**src/rtl/pi_axis_scheduler.sv**
```systemverilog
// Shares one PI velocity datapath across NUM_AXES axes. Each control tick starts a sweep
// over the enabled axes and latches every axis response into its own ctrl_out slice.
module pi_axis_scheduler #(
    parameter int NUM_AXES    = 4,
    parameter int AXIS_W      = 2,
    parameter int TICK_DIV    = 5000,
    parameter int RSP_TIMEOUT = 64
) (
    input  logic                     clk,
    input  logic                     reset_n,
    input  logic                     enable,
    input  logic [NUM_AXES-1:0]      axis_en,
    output logic                     req_valid,
    output logic [AXIS_W-1:0]        req_axis,
    input  logic                     req_ready,
    input  logic                     rsp_valid,
    input  logic [AXIS_W-1:0]        rsp_axis,
    input  logic signed [15:0]       rsp_data,
    output logic [16*NUM_AXES-1:0]   ctrl_out,
    output logic                     ctrl_update,
    output logic                     busy,
    output logic                     overrun,
    output logic                     timeout_err,
    input  logic                     clr_err
);

    localparam int TICK_W = $clog2(TICK_DIV + 1);
    localparam int WAIT_W = $clog2(RSP_TIMEOUT + 1);

    typedef enum logic [1:0] {IDLE, ISSUE, WAIT, DONE} state_t;

    state_t                state_reg, state_next;
    logic [NUM_AXES-1:0]   pending_reg, pending_next;
    logic [WAIT_W-1:0]     wait_cnt_reg, wait_cnt_next;
    logic [TICK_W-1:0]     tick_cnt_reg;
    logic                  overrun_reg;
    logic                  timeout_err_reg;
    logic [1:0]            rst_sync_reg;
    logic                  rst_n_int;
    logic                  tick;
    logic [NUM_AXES-1:0]   cur_bit;
    logic [AXIS_W-1:0]     cur_axis;
    logic                  accept;
    logic                  expire;
    logic                  slot_end;

    // Reset asserts asynchronously but releases on a clock edge.
    always_ff @(posedge clk or negedge reset_n) begin
        if (!reset_n) begin
            rst_sync_reg <= 2'b00;
        end else begin
            rst_sync_reg <= {rst_sync_reg[0], 1'b1};
        end
    end

    assign rst_n_int = rst_sync_reg[1];

    always_ff @(posedge clk or negedge rst_n_int) begin
        if (!rst_n_int) begin
            tick_cnt_reg <= '0;
        end else if (!enable) begin
            tick_cnt_reg <= '0;
        end else if (tick_cnt_reg == TICK_W'(TICK_DIV - 1)) begin
            tick_cnt_reg <= '0;
        end else begin
            tick_cnt_reg <= tick_cnt_reg + 1'b1;
        end
    end

    assign tick = enable && (tick_cnt_reg == TICK_W'(TICK_DIV - 1));

    // The current axis is the lowest pending bit; it stays put until its slot ends.
    assign cur_bit = pending_reg & (~pending_reg + 1'b1);

    always_comb begin
        cur_axis = '0;
        for (int i = NUM_AXES - 1; i >= 0; i--) begin
            if (pending_reg[i]) begin
                cur_axis = AXIS_W'(i);
            end
        end
    end

    assign accept   = (state_reg == WAIT) && rsp_valid && (rsp_axis == cur_axis);
    assign expire   = (state_reg == WAIT) && !accept && (wait_cnt_reg == WAIT_W'(RSP_TIMEOUT - 1));
    assign slot_end = accept || expire;

    always_ff @(posedge clk or negedge rst_n_int) begin
        if (!rst_n_int) begin
            state_reg    <= IDLE;
            pending_reg  <= '0;
            wait_cnt_reg <= '0;
        end else begin
            state_reg    <= state_next;
            pending_reg  <= pending_next;
            wait_cnt_reg <= wait_cnt_next;
        end
    end

    always_comb begin
        state_next    = state_reg;
        pending_next  = pending_reg;
        wait_cnt_next = wait_cnt_reg;
        case (state_reg)
            IDLE: begin
                if (tick) begin
                    pending_next = axis_en;
                    if (axis_en != '0) begin
                        state_next = ISSUE;
                    end
                end
            end
            ISSUE: begin
                if (req_ready) begin
                    wait_cnt_next = '0;
                    state_next    = WAIT;
                end
            end
            WAIT: begin
                if (slot_end) begin
                    pending_next = pending_reg & ~cur_bit;
                    state_next   = (pending_next != '0) ? ISSUE : DONE;
                end else begin
                    wait_cnt_next = wait_cnt_reg + 1'b1;
                end
            end
            DONE: begin
                state_next = IDLE;
            end
            default: begin
                state_next = IDLE;
            end
        endcase
    end

    // A timed-out axis is forced to zero output so its motor coasts to a safe stop.
    genvar gi;
    generate
        for (gi = 0; gi < NUM_AXES; gi++) begin : g_slice
            logic [15:0] slice_reg;

            always_ff @(posedge clk or negedge rst_n_int) begin
                if (!rst_n_int) begin
                    slice_reg <= '0;
                end else if (slot_end && cur_bit[gi]) begin
                    slice_reg <= accept ? rsp_data : 16'sd0;
                end
            end

            assign ctrl_out[16*gi +: 16] = slice_reg;
        end
    endgenerate

    // Setting an error flag takes priority over clearing it in the same cycle.
    always_ff @(posedge clk or negedge rst_n_int) begin
        if (!rst_n_int) begin
            overrun_reg     <= 1'b0;
            timeout_err_reg <= 1'b0;
        end else begin
            if (tick && (state_reg != IDLE)) begin
                overrun_reg <= 1'b1;
            end else if (clr_err) begin
                overrun_reg <= 1'b0;
            end
            if (expire) begin
                timeout_err_reg <= 1'b1;
            end else if (clr_err) begin
                timeout_err_reg <= 1'b0;
            end
        end
    end

    assign req_valid   = (state_reg == ISSUE);
    assign req_axis    = cur_axis;
    assign ctrl_update = (state_reg == DONE);
    assign busy        = (state_reg != IDLE);
    assign overrun     = overrun_reg;
    assign timeout_err = timeout_err_reg;

endmodule

```
**config.mk**
```make
export PLATFORM = sky130hd
export DESIGN_NAME = pi_axis_scheduler
export DESIGN_NICKNAME = d
export VERILOG_FILES = /design/src/rtl/pi_axis_scheduler.sv
export SDC_FILE = /design/constraint.sdc
export NUM_CORES = 1
export LEC_CHECK = 0
export CAP_MARGIN = 20
export CORE_MARGIN = 2
export CORE_UTILIZATION = 53
export CTS_CLUSTER_DIAMETER = 80
export DETAILED_ROUTE_END_ITERATION = 10
export GPL_ROUTABILITY_DRIVEN = 0
export PLACE_DENSITY = 0.85
export SETUP_SLACK_MARGIN = 0.4
export SKIP_LAST_GASP = 1
export SLEW_MARGIN = 15
export SYNTH_ARGS = -nofsm -noshare
export SYNTH_HDL_FRONTEND = slang
export SYNTH_SLANG_ARGS = --single-unit
```
**constraint.sdc**
```tcl
create_clock -name clk -period 8.95 [get_ports clk]
set_clock_uncertainty 0.2 [all_clocks]
set_input_delay 2.2375 -clock clk [delete_from_list [all_inputs] [get_ports clk]]
set_output_delay 2.2375 -clock clk [all_outputs]
set_load 0.005 [all_outputs]
```
# [After elaboration in Yosys (flattened, before gate mapping)]
# Index checks and enable logic that the tools add are counted.
[totals] out_inout_bits=71 wordCells=74 reg_bits=94 inputBits=28
[op_classes] n_eq_ne=11 mux=22 reduce_logical=23 n_addsub=3 n_bitwise=4
[op_table] cell="two-way mux 13 bit" count=2
[op_table] cell="two-way mux 2 bit" count=9
[op_table] cell="two-way mux 16 bit" count=1
[op_table] cell="two-way mux 7 bit" count=2
[op_table] cell="one-hot mux 7 bit (2 select lines)" count=1
[op_table] cell="adder 13 x 1 -> 13 bit (second input constant)" count=1
[op_table] cell="== test 13 bit (second input constant)" count=1
[op_table] cell="logical AND 1 bit" count=10
[op_table] cell="nonzero test 2 bit" count=5
[op_table] cell="AND 4 bit" count=2
[op_table] cell="two-way mux 4 bit" count=2
[op_table] cell="inequality test 2 bit (second input constant)" count=4
[op_table] cell="NOT 4 bit" count=2
[op_table] cell="one-hot mux 2 bit (4 select lines)" count=1
[op_table] cell="one-hot mux 4 bit (2 select lines)" count=1
[op_table] cell="nonzero test 4 bit" count=2
[op_table] cell="adder 7 x 1 -> 7 bit (second input constant)" count=1
[op_table] cell="== test 7 x 6 -> 1 bit (second input constant)" count=1
[op_table] cell="AND reduction 3 bit" count=2
[op_table] cell="adder 4 x 1 -> 4 bit (second input constant)" count=1
[op_table] cell="== test 2 bit (second input constant)" count=2
[op_table] cell="AND reduction 4 bit" count=1
[op_table] cell="two-way mux 1 bit" count=3
[op_table] cell="== test 2 x 1 -> 1 bit (second input constant)" count=1
[op_table] cell="5 further kinds" count=5

# [Logic depth before layout (Yosys ltp)]
[logic_depth] depth_word=12 ltp_mapped=8 depth_no_buf=6

# [Least setup slack after synthesis]
# OpenSTA, ideal clock, no wires.
[synth_timing] path_type="input to register" from="in rsp_axis[1]" to="reg pending_reg[2]" t_arrival_ps=3470 slack_ps=5159 path_stages=6 n_path_buf=1 setup_time_ps=121 path_cell_list="nand2_1 -> or3_4 -> a211oi_4 -> buf_4 -> o21ai_1 -> a22o_1"
[synth_between] elab_chain_cells=8
[synth_rtl] item="from (decl)" line="17" rtl="input logic [AXIS_W-1:0] rsp_axis,"
[synth_rtl] item="== test 2 bit *" line="84" rtl="assign accept = (state_reg == WAIT) && rsp_valid && (rsp_axis == cur_axis);"
[synth_rtl] item="logical AND 1 bit *" line="84"
[synth_rtl] item="logical NOT 1 bit" line="85" rtl="assign expire = (state_reg == WAIT) && !accept && (wait_cnt_reg == WAIT_W'(RSP_TIMEOUT - 1));"
[synth_rtl] item="logical AND 1 bit (2 in a row)" line="85"
[synth_rtl] item="logical OR 1 bit *" line="86" rtl="assign slot_end = accept || expire;"
[synth_rtl] item="inequality test 2 bit (no line) *"
[synth_rtl] item="AND reduction 3 bit (no line) *"
[synth_rtl] item="to (signal assigned)" line="95" rtl="pending_reg <= pending_next;"
[synth_rtl] item="to (decl)" line="33" rtl="logic [NUM_AXES-1:0] pending_reg, pending_next;"
# Every way passes the cells marked *; elsewhere a longest branch is shown, timed or not.
# A chain may end at the register's enable or synchronous reset.

# [Final worst setup path]
[layout_timing] from="in rsp_axis[1]" to="reg g_slice[2].slice_reg[4]"
[layout_between] elab_chain_cells=7 elab_cells_between_ends=8 classes_between="1 x eq/ne; 1 x mux; 6 x reduce/logical"
[layout_rtl] item="== test 2 bit *" line="84"
[layout_rtl] item="logical AND 1 bit *" line="84"
[layout_rtl] item="logical NOT 1 bit" line="85"
[layout_rtl] item="logical AND 1 bit (2 in a row)" line="85"
[layout_rtl] item="logical OR 1 bit" line="86"
[layout_rtl] item="logical AND 1 bit" line="145" rtl="end else if (slot_end && cur_bit[gi]) begin"
[layout_rtl] item="to (signal assigned)" line="146" rtl="slice_reg <= accept ? rsp_data : 16'sd0;"
[layout_rtl] item="to (decl)" line="140" rtl="logic [15:0] slice_reg;"
# Marked as above.

==> metrics <==
status completed; GRT overflow 0; gr usage total between 20% and 30%; Final Hold Fails 0; core area approximately 7600 µm²; clk_lat worst skew roughly 0.36 ns; number of flops mapped to enable cells by yosys 0; worst slack at placement 4.10 ns; Vias/cell roughly 5.7; Die ar. 8480 µm²; number of buffer cells added on primary ports slightly below 100; number of remaining DRC errors 0; RR Endpoint g_slice[2].slice_reg[4]; Avg WL per Cell approximately 17 µm; Gate Count Post-Synth just over 400; Slew @ Worst Pin 0.978 ns; #FFs+latches synth 94; largest cells by area after synthesis dfrtp_1, o21ai_0, nand3_1, nand2_1, a22o_1; Most used DFF post-synth dfrtp_1; post-CTS setup buffer count 0; largest net degree at the start of global routing 78; Yosys warning total 0; Area growth syn-to-layout 30.4%; Clock transition at path regs 0.09 ns; drt pass-1 iters 5; Post-Synth Simple-Gate Area between 10% and 20%; library cells used by synthesis between 40 and 50; number of global-route vias before repair 3261; CP Class input port to register; WL final between 10000 and 15000 µm; Net Sw Frac 29.7%; Final WS setup around 4.5 ns; pwr dens around 160 nW/µm²; I/O pin total a little under 100; die width 92.1 µm; Crit Path Max Fanout 16; Psw between 0.2 and 0.3 mW; Die Y 92.1 µm; asr flop ratio synth 100%; # setup viols final 0; global-route wire length before repair 16000 µm; RSZ-0062 raised after global routing no; FF-to-FF Start pending_reg[0]; WHS Endpoint rst_sync_reg[1]; R2R depth 5; mux cell area share after synthesis 0.730%; Placed Cells incl. Taps 589; Leak between 2 and 2.5 nW; Final Cycle Share 50.2%; synthesized area 4110 µm²; Post-Synth XOR/XNOR Area between 2 and 2.5%; main combinational cell family by area after synthesis simple AND/OR/NAND/NOR gates; Post-DP HPWL 7240 µm; number of H-tree levels 3; sum of buffers and inverters on the critical path 1; flop2flop setup slack 5.90 ns; most frequent cells after synthesis dfrtp_1, o21ai_0, nand2_1, nand3_1, nor2_1; DR vias between 3000 and 4000; post-layout util a little over two thirds; Yosys top cell area share 57.2%; DR iter-0 viols roughly 180; CTS Buf Count 9; HP Start rst_sync_reg[0]; fill count 562; Worst Hold Class register to register; Initial Utilization 54.0%; relative slew slack about 35%; Synth Area in Compound Gates roughly 17%; Final min period 4.49 ns; antenna-violating nets left 0; Slew Viols, Final 0; Final nets about 530; TritonCTS clock tree built; hold depth 0; Max clock buf depth 2; max FFs per register 64; Internal Pwr Total 0.606 mW; crit-path cells clkdlybuf4s50_1 -> nand2_1 -> or3_4 -> a211oi_4 -> and2_1 -> a22o_1; row cnt 32; Max VDD drop 0.000113 V; number of max-cap violations 0; fin cells 606; Logic pwr share between 10 and 15%; share of layout cells above drive strength 1 under 10%; Worst setup EP type register; startpoint types input port; Worst path top cell family by delay simple AND/OR/NAND/NOR gates; post-route setup TNS 0 ns; CP Data Arrival Time 4.59 ns; post-synth top area cell dfrtp_1; CP required 9.05 ns; power share of the clock group between 30 and 40%; Post-Syn Nets between 400 and 500; initial antenna violation count 0; Avg Inst Size Synth approximately 10 µm²; clk root buf clkbuf_8; clock sinks between 90 and 100; ANT cells 0; Seq/Total Area, Yosys a little under three fifths; Max Freq around 0.22 GHz; top-count cell post-synth dfrtp_1; Reg power frac a little over half; Largest stage delay, worst path 0.61 ns; CP max-delay cell a211oi_4; Synth Area in Adders less than 1%
kinds of logic (layout without fill, tap and decap cells):
family / Yosys count / count (layout)
other cells: 1 / 1
flops: 94 / 94
buf+inv: 44 / 140
mux: 3 / 3
fa+ha+maj: 2 / 2
xor+xnor: 10 / 10
compound gates: 102 / 102
simple gates: 152 / 152
metal layers:
| layer | global-route usage [%] | up-vias | part of all wire [%] |
|---|---|---|---|
| met5 | 0 | - | 0 |
| met4 | 13.4 | 0 | 3.7 |
| met3 | 4.77 | 30 | 3.9 |
| met2 | 38.5 | 103 | 49 |
| met1 | 31.9 | 1674 | 44 |
| li1 | - | 1620 | - |
cells in the final DEF (no fill, tap or decap), types with 3 or more instances in the layout:
master	n
and2_1	3
inv_1	21
nor4_1	4
nand2b_1	5
a22o_1	19
nor3_1	4
nor2_1	23
dfrtp_1	93
nand4_1	4
buf_4	4
clkdlybuf4s50_1	98
nor2b_1	5
o2bb2ai_1	4
nand3_1	46
o21ai_0	54
xor2_1	9
nand2_1	46
clkbuf_8	9
mux2i_1	3
clkinv_4	3
and3_1	4
a21oi_1	4
metrics by stage:
step	power (mW)	area [µm²]	hold WS, ns
after floorplan	0.547	4110	0.131
after global placement	0.592	5150	-0.0227
after detailed placement	0.599	5150	-0.0167
after CTS	0.864	5350	0.167
after global routing	0.903	5360	0.176
final	0.861	5360	0.164
final cells by class:
type	count	area, µm²	share of cell area, %
timing repair buffer	103	1020	19.0
tap	102	128	2.38
inverter	21	78.8	1.47
clock inverter	7	65.1	1.21
clock buffer	9	124	2.31
sequential	94	2360	44.0
multi-input combinational	270	1590	29.6
how the worst max path moves through the flow:
stage | cells past startpoint | to | startpoint | slack, ns
4_1_cts | 6 | g_slice[2].slice_reg[4] | rsp_axis[1] | 4.49
3_3_place_gp | 6 | g_slice[2].slice_reg[3] | rsp_axis[1] | 4.16
2_1_floorplan | 6 | pending_reg[2] | rsp_axis[1] | 5.16
5_1_grt | 6 | g_slice[2].slice_reg[12] | rsp_axis[1] | 4.36
3_5_place_dp | 6 | g_slice[2].slice_reg[6] | rsp_axis[1] | 4.10
6_report | 6 | g_slice[2].slice_reg[4] | rsp_axis[1] | 4.46
worst register-to-register path, delay by kind of cell (launching register included):
family	cells	cell delay, ns
simple gates	3	1.40
compound gates	2	0.85
flops	1	0.54
power by group through the flow:
| stage | Clock [mW] | Sequential (mW) | Combinational [mW] |
|---|---|---|---|
| floorplan | 0 | 0.471 | 0.0762 |
| global placement | 0 | 0.476 | 0.116 |
| detailed placement | 0 | 0.477 | 0.122 |
| CTS | 0.271 | 0.468 | 0.124 |
| global route | 0.291 | 0.472 | 0.139 |
| finish | 0.267 | 0.469 | 0.126 |
what timing repair did:
item / in CTS / in global routing
endpoints found under the setup margin: 0 / 0
gates resized for setup: 0 / 0
endpoints found under the hold margin: 15 / 0
hold buffers: 1 / 0
No activity file was read; power rests on OpenSTA's default activity.
